===== src/rtl/mem_split_pkg.sv =====
// Shared types and defaults for the split-transaction memory arbiter.
// Holds the master-index width helper and the read tag type.
package mem_split_pkg;

    localparam int NUM_MASTERS_DEF     = 4;
    localparam int ADDR_WIDTH_DEF      = 32;
    localparam int DATA_WIDTH_DEF      = 32;
    localparam int MAX_OUTSTANDING_DEF = 4;

    // Wide enough for the largest supported master count (16).
    localparam int TAG_W = 4;

    typedef logic [TAG_W-1:0] tag_t;

    function automatic int idx_w(input int n);
        return (n > 1) ? $clog2(n) : 1;
    endfunction

endpackage


===== src/rtl/mem_split_tag_fifo.sv =====
// In-order FIFO of master tags for reads awaiting a slave response.
// Pointers carry one extra wrap bit to tell full from empty.
module mem_split_tag_fifo
    import mem_split_pkg::*;
#(
    parameter int DEPTH = MAX_OUTSTANDING_DEF
) (
    input  logic clk_i,
    input  logic rst_ni,
    input  logic push,
    input  tag_t din,
    input  logic pop,
    output logic full,
    output logic empty,
    output tag_t head
);

    localparam int PW = idx_w(DEPTH);

    logic [PW:0] wr_ptr;
    logic [PW:0] rd_ptr;
    tag_t        mem [DEPTH];
    logic        push_ok;
    logic        pop_ok;

    assign empty = (wr_ptr == rd_ptr);
    assign full  = (wr_ptr[PW] != rd_ptr[PW]) &&
                   (wr_ptr[PW-1:0] == rd_ptr[PW-1:0]);
    assign head  = mem[rd_ptr[PW-1:0]];

    assign push_ok = push && !full;
    assign pop_ok  = pop && !empty;

    always_ff @(posedge clk_i or negedge rst_ni) begin
        if (!rst_ni) begin
            wr_ptr <= '0;
            rd_ptr <= '0;
        end else begin
            if (push_ok) wr_ptr <= wr_ptr + 1'b1;
            if (pop_ok)  rd_ptr <= rd_ptr + 1'b1;
        end
    end

    always_ff @(posedge clk_i) begin
        if (push_ok) mem[wr_ptr[PW-1:0]] <= din;
    end

endmodule


===== src/rtl/mem_split_arbiter.sv =====
// Round-robin split-bus arbiter with locked grants and in-order read routing.
// MEM_SPLIT_ARBITER_RESP_REG_EN registers m_resp_o/m_rdata_o (1-cycle lag).
module mem_split_arbiter
    import mem_split_pkg::*;
#(
    parameter int NUM_MASTERS     = NUM_MASTERS_DEF,
    parameter int ADDR_WIDTH      = ADDR_WIDTH_DEF,
    parameter int DATA_WIDTH      = DATA_WIDTH_DEF,
    parameter int MAX_OUTSTANDING = MAX_OUTSTANDING_DEF
) (
    input  logic                                clk_i,
    input  logic                                rst_ni,
    input  logic [NUM_MASTERS-1:0]              m_req_i,
    input  logic [NUM_MASTERS-1:0]              m_we_i,
    input  logic [NUM_MASTERS*ADDR_WIDTH-1:0]   m_addr_i,
    input  logic [NUM_MASTERS*DATA_WIDTH-1:0]   m_wdata_i,
    input  logic [NUM_MASTERS*DATA_WIDTH/8-1:0] m_be_i,
    output logic [NUM_MASTERS-1:0]              m_resp_o,
    output logic [NUM_MASTERS-1:0]              m_ack_o,
    output logic [DATA_WIDTH-1:0]               m_rdata_o,
    output logic                                s_req_o,
    output logic                                s_we_o,
    output logic [ADDR_WIDTH-1:0]               s_addr_o,
    output logic [DATA_WIDTH-1:0]               s_wdata_o,
    output logic [DATA_WIDTH/8-1:0]             s_be_o,
    input  logic                                s_ack_i,
    input  logic                                s_resp_i,
    input  logic [DATA_WIDTH-1:0]               s_rdata_i,
    output logic                                err_o
);

    localparam int IW = idx_w(NUM_MASTERS);
    localparam int BW = DATA_WIDTH / 8;

    logic                   locked;
    logic [IW-1:0]          lock_idx;
    logic [IW-1:0]          rr_ptr;
    logic [IW-1:0]          gnt_idx;
    logic                   gnt_vld;
    logic                   accept;
    logic                   push;
    logic                   pop;
    logic                   full;
    logic                   empty;
    tag_t                   head;
    logic                   err_q;
    logic [NUM_MASTERS-1:0] resp_vec;
    int                     j;

    // A locked grant is never re-arbitrated; reads are masked while full.
    always_comb begin
        gnt_vld = 1'b0;
        gnt_idx = '0;
        j       = 0;
        if (locked) begin
            gnt_vld = m_req_i[lock_idx];
            gnt_idx = lock_idx;
        end else begin
            for (int i = 0; i < NUM_MASTERS; i++) begin
                j = (int'(rr_ptr) + i) % NUM_MASTERS;
                if (!gnt_vld && m_req_i[j] && (m_we_i[j] || !full)) begin
                    gnt_vld = 1'b1;
                    gnt_idx = IW'(j);
                end
            end
        end
    end

    assign s_req_o   = gnt_vld;
    assign s_we_o    = m_we_i[gnt_idx];
    assign s_addr_o  = m_addr_i[gnt_idx*ADDR_WIDTH +: ADDR_WIDTH];
    assign s_wdata_o = m_wdata_i[gnt_idx*DATA_WIDTH +: DATA_WIDTH];
    assign s_be_o    = m_be_i[gnt_idx*BW +: BW];

    assign accept  = s_req_o && s_ack_i;
    assign m_ack_o = accept ? (NUM_MASTERS'(1) << gnt_idx) : '0;
    assign push    = accept && !s_we_o;
    assign pop     = s_resp_i && !empty;

    always_ff @(posedge clk_i or negedge rst_ni) begin
        if (!rst_ni) begin
            locked   <= 1'b0;
            lock_idx <= '0;
            rr_ptr   <= '0;
            err_q    <= 1'b0;
        end else begin
            locked   <= s_req_o && !s_ack_i;
            lock_idx <= gnt_idx;
            if (accept) begin
                if (gnt_idx == IW'(NUM_MASTERS - 1)) rr_ptr <= '0;
                else                                 rr_ptr <= gnt_idx + 1'b1;
            end
            if (s_resp_i && empty) err_q <= 1'b1;
        end
    end

    assign err_o = err_q;

    mem_split_tag_fifo #(
        .DEPTH (MAX_OUTSTANDING)
    ) u_tag_fifo (
        .clk_i  (clk_i),
        .rst_ni (rst_ni),
        .push   (push),
        .din    (tag_t'(gnt_idx)),
        .pop    (pop),
        .full   (full),
        .empty  (empty),
        .head   (head)
    );

    always_comb begin
        resp_vec = '0;
        for (int i = 0; i < NUM_MASTERS; i++) begin
            resp_vec[i] = pop && (head == tag_t'(i));
        end
    end

`ifdef MEM_SPLIT_ARBITER_RESP_REG_EN
    logic [NUM_MASTERS-1:0] resp_q;
    logic [DATA_WIDTH-1:0]  rdata_q;

    always_ff @(posedge clk_i or negedge rst_ni) begin
        if (!rst_ni) begin
            resp_q  <= '0;
            rdata_q <= '0;
        end else begin
            resp_q <= resp_vec;
            if (pop) rdata_q <= s_rdata_i;
        end
    end

    assign m_resp_o  = resp_q;
    assign m_rdata_o = rdata_q;
`else
    assign m_resp_o  = resp_vec;
    assign m_rdata_o = s_rdata_i;
`endif

endmodule


===== config.mk =====
export PLATFORM = sky130hd
export DESIGN_NAME = mem_split_arbiter
export DESIGN_NICKNAME = d
export VERILOG_FILES = /design/src/rtl/mem_split_pkg.sv /design/src/rtl/mem_split_tag_fifo.sv /design/src/rtl/mem_split_arbiter.sv
export SDC_FILE = /design/constraint.sdc
export NUM_CORES = 1
export LEC_CHECK = 0
export ABC_AREA = 1
export CAP_MARGIN = 20
export CORE_AREA = 4 4 162 164
export DETAILED_ROUTE_END_ITERATION = 10
export DIE_AREA = 0 0 166 168
export GPL_ROUTABILITY_DRIVEN = 0
export PLACE_DENSITY_LB_ADDON = 0.25
export SYNTH_ARGS = -nofsm -noshare
export SYNTH_HDL_FRONTEND = slang
export SYNTH_SLANG_ARGS = --single-unit
export TNS_END_PERCENT = 50

===== constraint.sdc =====
create_clock -name clk_i -period 3.2 [get_ports clk_i]
set_input_delay 0.64 -clock clk_i [delete_from_list [all_inputs] [get_ports clk_i]]
set_output_delay 0.64 -clock clk_i [all_outputs]
set_load 0.05 [all_outputs]

==> flow_summary.toml, run 1 <==
[run_status]
status = "finished with violations"
violations = "negative setup slack"

[timing]
hold_viol_final = 0
min_period_over_period_pct = 109
setup_viol = 73
fmax_mhz = 286
slew_headroom_pct = 63.4
rsz0062_at_grt = "true"
final.setup_skew_ps = 3.65
post-route-min-period_ps = 3500
finalSetupTns_ps = -15970
setup_ws_ps = -298
worst_slew_pin_slew_ps = 547
slew_viol_final = 0

[global_routing]
grt_overflow_total = 0
grt_pass1_wl_mm = 34.7
grt_pass1_vias = 6159
antenna_found_initial = 2
grt_use_met3_pct = 3.55
grt.total_usage_pct = 15.3
grtUsageMet1_pct = 18.9
grt-busiest-layer = "met2"
grt_max_degree = 41
use_met2_pct = 28.3

[layout]
diodes = 0
post-route-util_pct = 39.0
drive_above_1_share_pct = 31.9
final_cells = 1455
area_growth_pct = 137
fillers = 2623
nNetsFinal = 1451

[logic_synthesis]
syn_nets = 1045
yosysSeqAreaShare_pct = 13.2
yosys.cell_count.top_type = "nand2_1"
synthesis.area_um2 = 4090
synth_top_area_share_pct = 13.0
synthFlopType = "dfrtp_1"
yosys.area.top_type = "nand2_1"
ys_warn_count = 0
synthArstFlopShare_pct = 60.0
synth_edf_count = 8
ys_ff_latch = 20
synth_area_leaders = "nand2_1 (13%), o21ai_0 (11%), o22ai_1 (9.3%)"
synth_common_cells = "nand2_1 (142), inv_1 (95), o21ai_0 (93)"
synthCells = 720
syn_area_per_cell_um2 = 5.68
synth.distinct_cells = 35

[detailed_routing]
post_drt_via_cell_ratio = 4.26
drt_iter0_markers = 226
antenna_left = 0
dr.pass1.iters = 5
drt-total-wl_mm = 24.3
drc = 0
routedWlPerCell_um = 16.7
vias = 6196

[die]
die_w_um = 166
rows = 58
num_io_pins = 427
start_util_pct = 16.4
die_area_um2 = 27900
die_h_um = 168
core_um2 = 24900

[place]
dp_cells = 1407
hpwl_mm = 19.1
port_buffers = 362

[worst_setup_path]
critical_path_arrival_ps = 2860
cp.required_ps = 2560
criticalPathCategory = "register to primary output"
cp-start-kind = "register"
cp_slowest_cell = "dfrtp_2"
cp.buffers_inverters = 9
crit_family = "buffers and inverters"
critPathMaxFanout = 7
crit_chain = "buf_12 -> clkinv_8 -> nand2_2 -> nand3_2 -> nand2_2 -> inv_2 -> nor2_4 -> nor2_4 -> buf_6 -> nor2_2 -> o21ai_2 -> inv_2 -> nand2_4 -> nand2_8 -> buf_12 -> buf_16 -> buf_4 -> o21ai_2 -> o22ai_2 -> buf_6"
end_kind = "primary output"
crit_path_max_incr_delay_ps = 460

[hold_path]
min_path_type = "register to register"

[clock_network]
cts_sinks = 20
clock_path_buffers = 2
clk_pin_slew_ps = 50
cts_root_buf = "clkbuf_16"
cts_tree = "done"
insertion_delay_ps = 250
numCtsBuffers = 3
h-tree-depth = 1

[job]
maxCapViolations = 0
## cells in the final DEF (no fill, tap or decap), types with 2 or more instances in the layout
| cell | count |
|---|---|
| and2_1 | 4 |
| xor2_1 | 3 |
| ha_1 | 8 |
| nand3_2 | 4 |
| inv_2 | 14 |
| o22ai_1 | 26 |
| inv_4 | 2 |
| buf_8 | 5 |
| nand3_1 | 21 |
| o22ai_2 | 43 |
| buf_12 | 22 |
| nor2_2 | 5 |
| o21ai_4 | 2 |
| dfrtp_1 | 9 |
| nor2_4 | 9 |
| nand2_1 | 115 |
| nor2_1 | 82 |
| o21ai_2 | 29 |
| dfrtp_2 | 3 |
| nand2_2 | 26 |
| inv_1 | 88 |
| edfxtp_1 | 8 |
| buf_6 | 58 |
| bufbuf_16 | 3 |
| nand2_8 | 2 |
| buf_4 | 97 |
| o21ai_0 | 43 |
| clkbuf_16 | 8 |
| buf_2 | 2 |
| clkdlybuf4s50_1 | 276 |
| a21oi_1 | 3 |
| o21ai_1 | 75 |
| buf_16 | 5 |
| clkdlybuf4s15_2 | 3 |
| nand2_4 | 8 |
## state kept, by name (all words and copies together) (netlist names)
name / flops
err_o: 1
lock_idx: 2
locked: 1
rr_ptr: 2
u_tag_fifo.mem: 8
u_tag_fifo.rd_ptr: 3
u_tag_fifo.wr_ptr: 3
## per-stage QoR
stage	worst slack [ps]	area [um^2]	hold slack, ps
final	-298	9710	478
after CTS	-292	9130	485
after global routing	-440	9710	530
after floorplan	-155	4280	344
after global placement	-588	8420	463
after detailed placement	-576	8420	474
## timing repair
| action | 4_1_cts | 5_1_grt |
|---|---|---|
| resized for setup | 123 | 128 |
| hold endpoints to repair | 0 | 0 |
| hold buffers | 0 | 0 |
| buffers inserted | 22 | 10 |
| endpoints found under the setup margin | 73 | 77 |
| cloned | 6 | 7 |
| pin swaps | 34 | 49 |
## metal layers
metal / up-vias / share of wire (%) / routed length (um)
met5: - / 0.13 / 31
met4: 4 / 0.95 / 231
met3: 18 / 6.8 / 1650
met2: 240 / 52 / 12500
met1: 2780 / 41 / 9860
li1: 3154 / - / -
## area by class of cell
class | instances | area (um^2) | area share (%)
Clock buffer | 3 | 75.1 | 0.773
Inverter | 106 | 423 | 4.35
Multi-Input combinational cell | 516 | 3170 | 32.6
Tap cell | 330 | 413 | 4.25
Clock inverter | 1 | 3.75 | 0.0386
Timing Repair Buffer | 479 | 5090 | 52.4
Sequential cell | 20 | 544 | 5.60
## worst paths after layout
| check | start | slack (ps) | to | cells after the start |
|---|---|---|---|---|
| min in group asynchronous | rst_ni | 750 | u_tag_fifo.rd_ptr[0]$_DFFE_PN0P_ | 1 |
| max in group asynchronous | rst_ni | 2060 | rr_ptr[1]$_DFFE_PN0P_ | 1 |
| setup / recovery | rr_ptr[0]$_DFFE_PN0P_ | -300 | s_addr_o[0] | 20 |
| setup reg to reg | rr_ptr[0]$_DFFE_PN0P_ | 280 | u_tag_fifo.mem[1][1]$_DFFE_PP_ | 18 |
| hold reg to reg | err_o$_DFFE_PN0P_ | 480 | err_o$_DFFE_PN0P_ | 1 |
| hold / removal | err_o$_DFFE_PN0P_ | 480 | err_o$_DFFE_PN0P_ | 1 |
## worst register-to-register path: stages, from the launching register on
cell and delay, ps:
dfrtp_2 460, buf_12 160, nand2_1 100, nand3_2 100, nand2_2 80, inv_2 50
nor2_4 100, nor2_4 60, buf_6 120, nor2_2 110, o21ai_2 70, inv_2 70
nand2_4 90, nand2_8 120, bufbuf_16 360, nand2_1 70, nand3_1 80, nand3_1 180
nor2_1 230
## cell families after synthesis
| family | synth area share [%] |
|---|---|
| simple gates | 28.2 |
| compound gates | 32.1 |
| buf+inv | 22.9 |
| flops | 13.2 |
| fa+ha+maj | 2.75 |
| xor+xnor | 0.642 |
| mux | 0.245 |
Power of run 1 is left out: the tool's default activity adds up to more than one toggle a clock period on the data nets, which glitch-free logic cannot reach.
==> inputs of run 2 (changes only) <==
--- a/config.mk
+++ b/config.mk
@@ -12,6 +12,7 @@
 export DIE_AREA = 0 0 166 168
 export GPL_ROUTABILITY_DRIVEN = 0
 export PLACE_DENSITY_LB_ADDON = 0.25
+export SKIP_LAST_GASP = 1
 export SYNTH_ARGS = -nofsm -noshare
 export SYNTH_HDL_FRONTEND = slang
 export SYNTH_SLANG_ARGS = --single-unit
==> run 2 against run 1 <==
  * Worst hold slack lost 2.2 ps
  * Global-route usage barely moved
  * Sequential share of layout area is 0.21 points higher
  * Setup slack got worse by 16 ps
  * The flow still finishes with violations (negative setup slack)
  * Non-clock buffer count is the same
  * Largest cell class unchanged
  * Register-to-register slack improved by 140 ps
  * Highest routed layer unchanged
  * Die area did not move
  * Flip-flop and latch count unchanged
  * Count of clock-buffer cells in the layout unchanged
  * Via count down 0.56%
==> flow_summary.toml, run 2 (same netlist as run 1, synthesis figures left out) <==
[die]
num_io_pins = 427
die_area_um2 = 27900
die_h_um = 168
rows = 58
start_util_pct = 16.4
die_w_um = 166
core_um2 = 24900

[timing]
setup_viol = 73
fmax_mhz = 285
min_period_over_period_pct = 110
hold_ws_ps = 476
slew_headroom_pct = 63.5
worst_slew_pin_slew_ps = 546
finalSetupTns_ps = -18540
rsz0062_at_grt = "true"
post-route-min-period_ps = 3510
slew_viol_final = 0
hold_viol_final = 0
final.setup_skew_ps = 3.91
setup_ws_ps = -314

[global_routing]
grt_max_degree = 41
grt_overflow_total = 0
grt_pass1_wl_mm = 34.6
antenna_found_initial = 2
grt_pass1_vias = 6115
grt.total_usage_pct = 15.3

[clock_network]
cts_sinks = 20
h-tree-depth = 1
clk_pin_slew_ps = 60
clock_path_buffers = 2
cts_tree = "done"
numCtsBuffers = 3
insertion_delay_ps = 250
cts_root_buf = "clkbuf_16"

[detailed_routing]
post_drt_via_cell_ratio = 4.23
drt-total-wl_mm = 23.9
vias = 6161
routedWlPerCell_um = 16.4
drc = 0
antenna_left = 0
dr.pass1.iters = 4
drt_iter0_markers = 255

[worst_setup_path]
criticalPathCategory = "register to primary output"
critical_path_arrival_ps = 2870
cp.buffers_inverters = 8
crit_family = "buffers and inverters"
cp.required_ps = 2560
critPathMaxFanout = 17
end_kind = "primary output"
crit_path_max_incr_delay_ps = 390
cp_slowest_cell = "dfrtp_1"
crit_chain = "buf_12 -> nand2_1 -> o21ai_4 -> mux2i_2 -> buf_4 -> nor2_4 -> buf_6 -> nor2_2 -> o21ai_2 -> inv_2 -> nand2_4 -> nand2_8 -> clkinv_8 -> buf_12 -> buf_4 -> nor2_1 -> o22ai_2 -> buf_4"
path_common_cell = "buf_4"
cp-start-kind = "register"

[layout]
final_common_cell = "clkdlybuf4s50_1"
drive_above_1_share_pct = 27.7
diodes = 0
area_growth_pct = 128
nNetsFinal = 1451
final_area_um2 = 9340
mostFrequentLayoutCells = "clkdlybuf4s50_1 (276), nand2_1 (136), buf_4 (127)"
final_cells = 1455
largest_reg_flops = 8

[place]
dp_cells = 1407
placed_area_um2 = 8420
hpwl_mm = 19.1
port_buffers = 362

[run_status]
status = "finished with violations"
violations = "negative setup slack"

[job]
maxCapViolations = 0

[hold_path]
min_path_type = "register to register"
-- run 2: layer usage --
| layer | wire (um) | track usage [%] | up-vias | share of wire [%] |
|---|---|---|---|---|
| met3 | 1610 | 3.55 | 16 | 6.7 |
| met5 | 31 | 0 | - | 0.13 |
| li1 | - | - | 3148 | - |
| met1 | 9760 | 18.9 | 2752 | 41 |
| met2 | 12300 | 28.2 | 241 | 51 |
| met4 | 200 | 1.36 | 4 | 0.84 |
-- run 2: worst paths after layout --
check / startpoint / endpoint / slack, ps / cells past startpoint
worst max register to register: rr_ptr[0]$_DFFE_PN0P_ / u_tag_fifo.mem[1][1]$_DFFE_PP_ / 420 / 16
worst max-delay path: rr_ptr[0]$_DFFE_PN0P_ / s_wdata_o[3] / -310 / 18
min in group asynchronous: rst_ni / u_tag_fifo.rd_ptr[0]$_DFFE_PN0P_ / 740 / 1
max in group asynchronous: rst_ni / rr_ptr[1]$_DFFE_PN0P_ / 2060 / 1
worst min register to register: err_o$_DFFE_PN0P_ / err_o$_DFFE_PN0P_ / 480 / 1
worst min-delay path: err_o$_DFFE_PN0P_ / err_o$_DFFE_PN0P_ / 480 / 1
-- run 2: through the flow --
step           setup slack (ps)  util, %
2_1_floorplan              -155        -
3_3_place_gp               -588     33.8
3_5_place_dp               -576     33.8
4_1_cts                    -295     36.3
5_1_grt                    -470     37.5
6_report                   -314     37.5
-- run 2: repair_timing --
| item | 4_1_cts | 5_1_grt |
|---|---|---|
| gates cloned | 6 | 6 |
| setup endpoints to repair | 73 | 79 |
| buffers inserted | 22 | 11 |
| hold buffers | 0 | 0 |
| resized for setup | 85 | 56 |
| pin swaps | 31 | 20 |
-- run 2: area by class of cell --
cell class | instances | area [um^2]
Clock inverter | 1 | 3.75
Fill cell | 2682 | 15500
Inverter | 106 | 415
Tap cell | 330 | 413
Sequential cell | 20 | 543
Multi-Input combinational cell | 516 | 2950
Timing Repair Buffer | 479 | 4940
Clock buffer | 3 | 75.1
Power of run 2 is left out for the same reason.
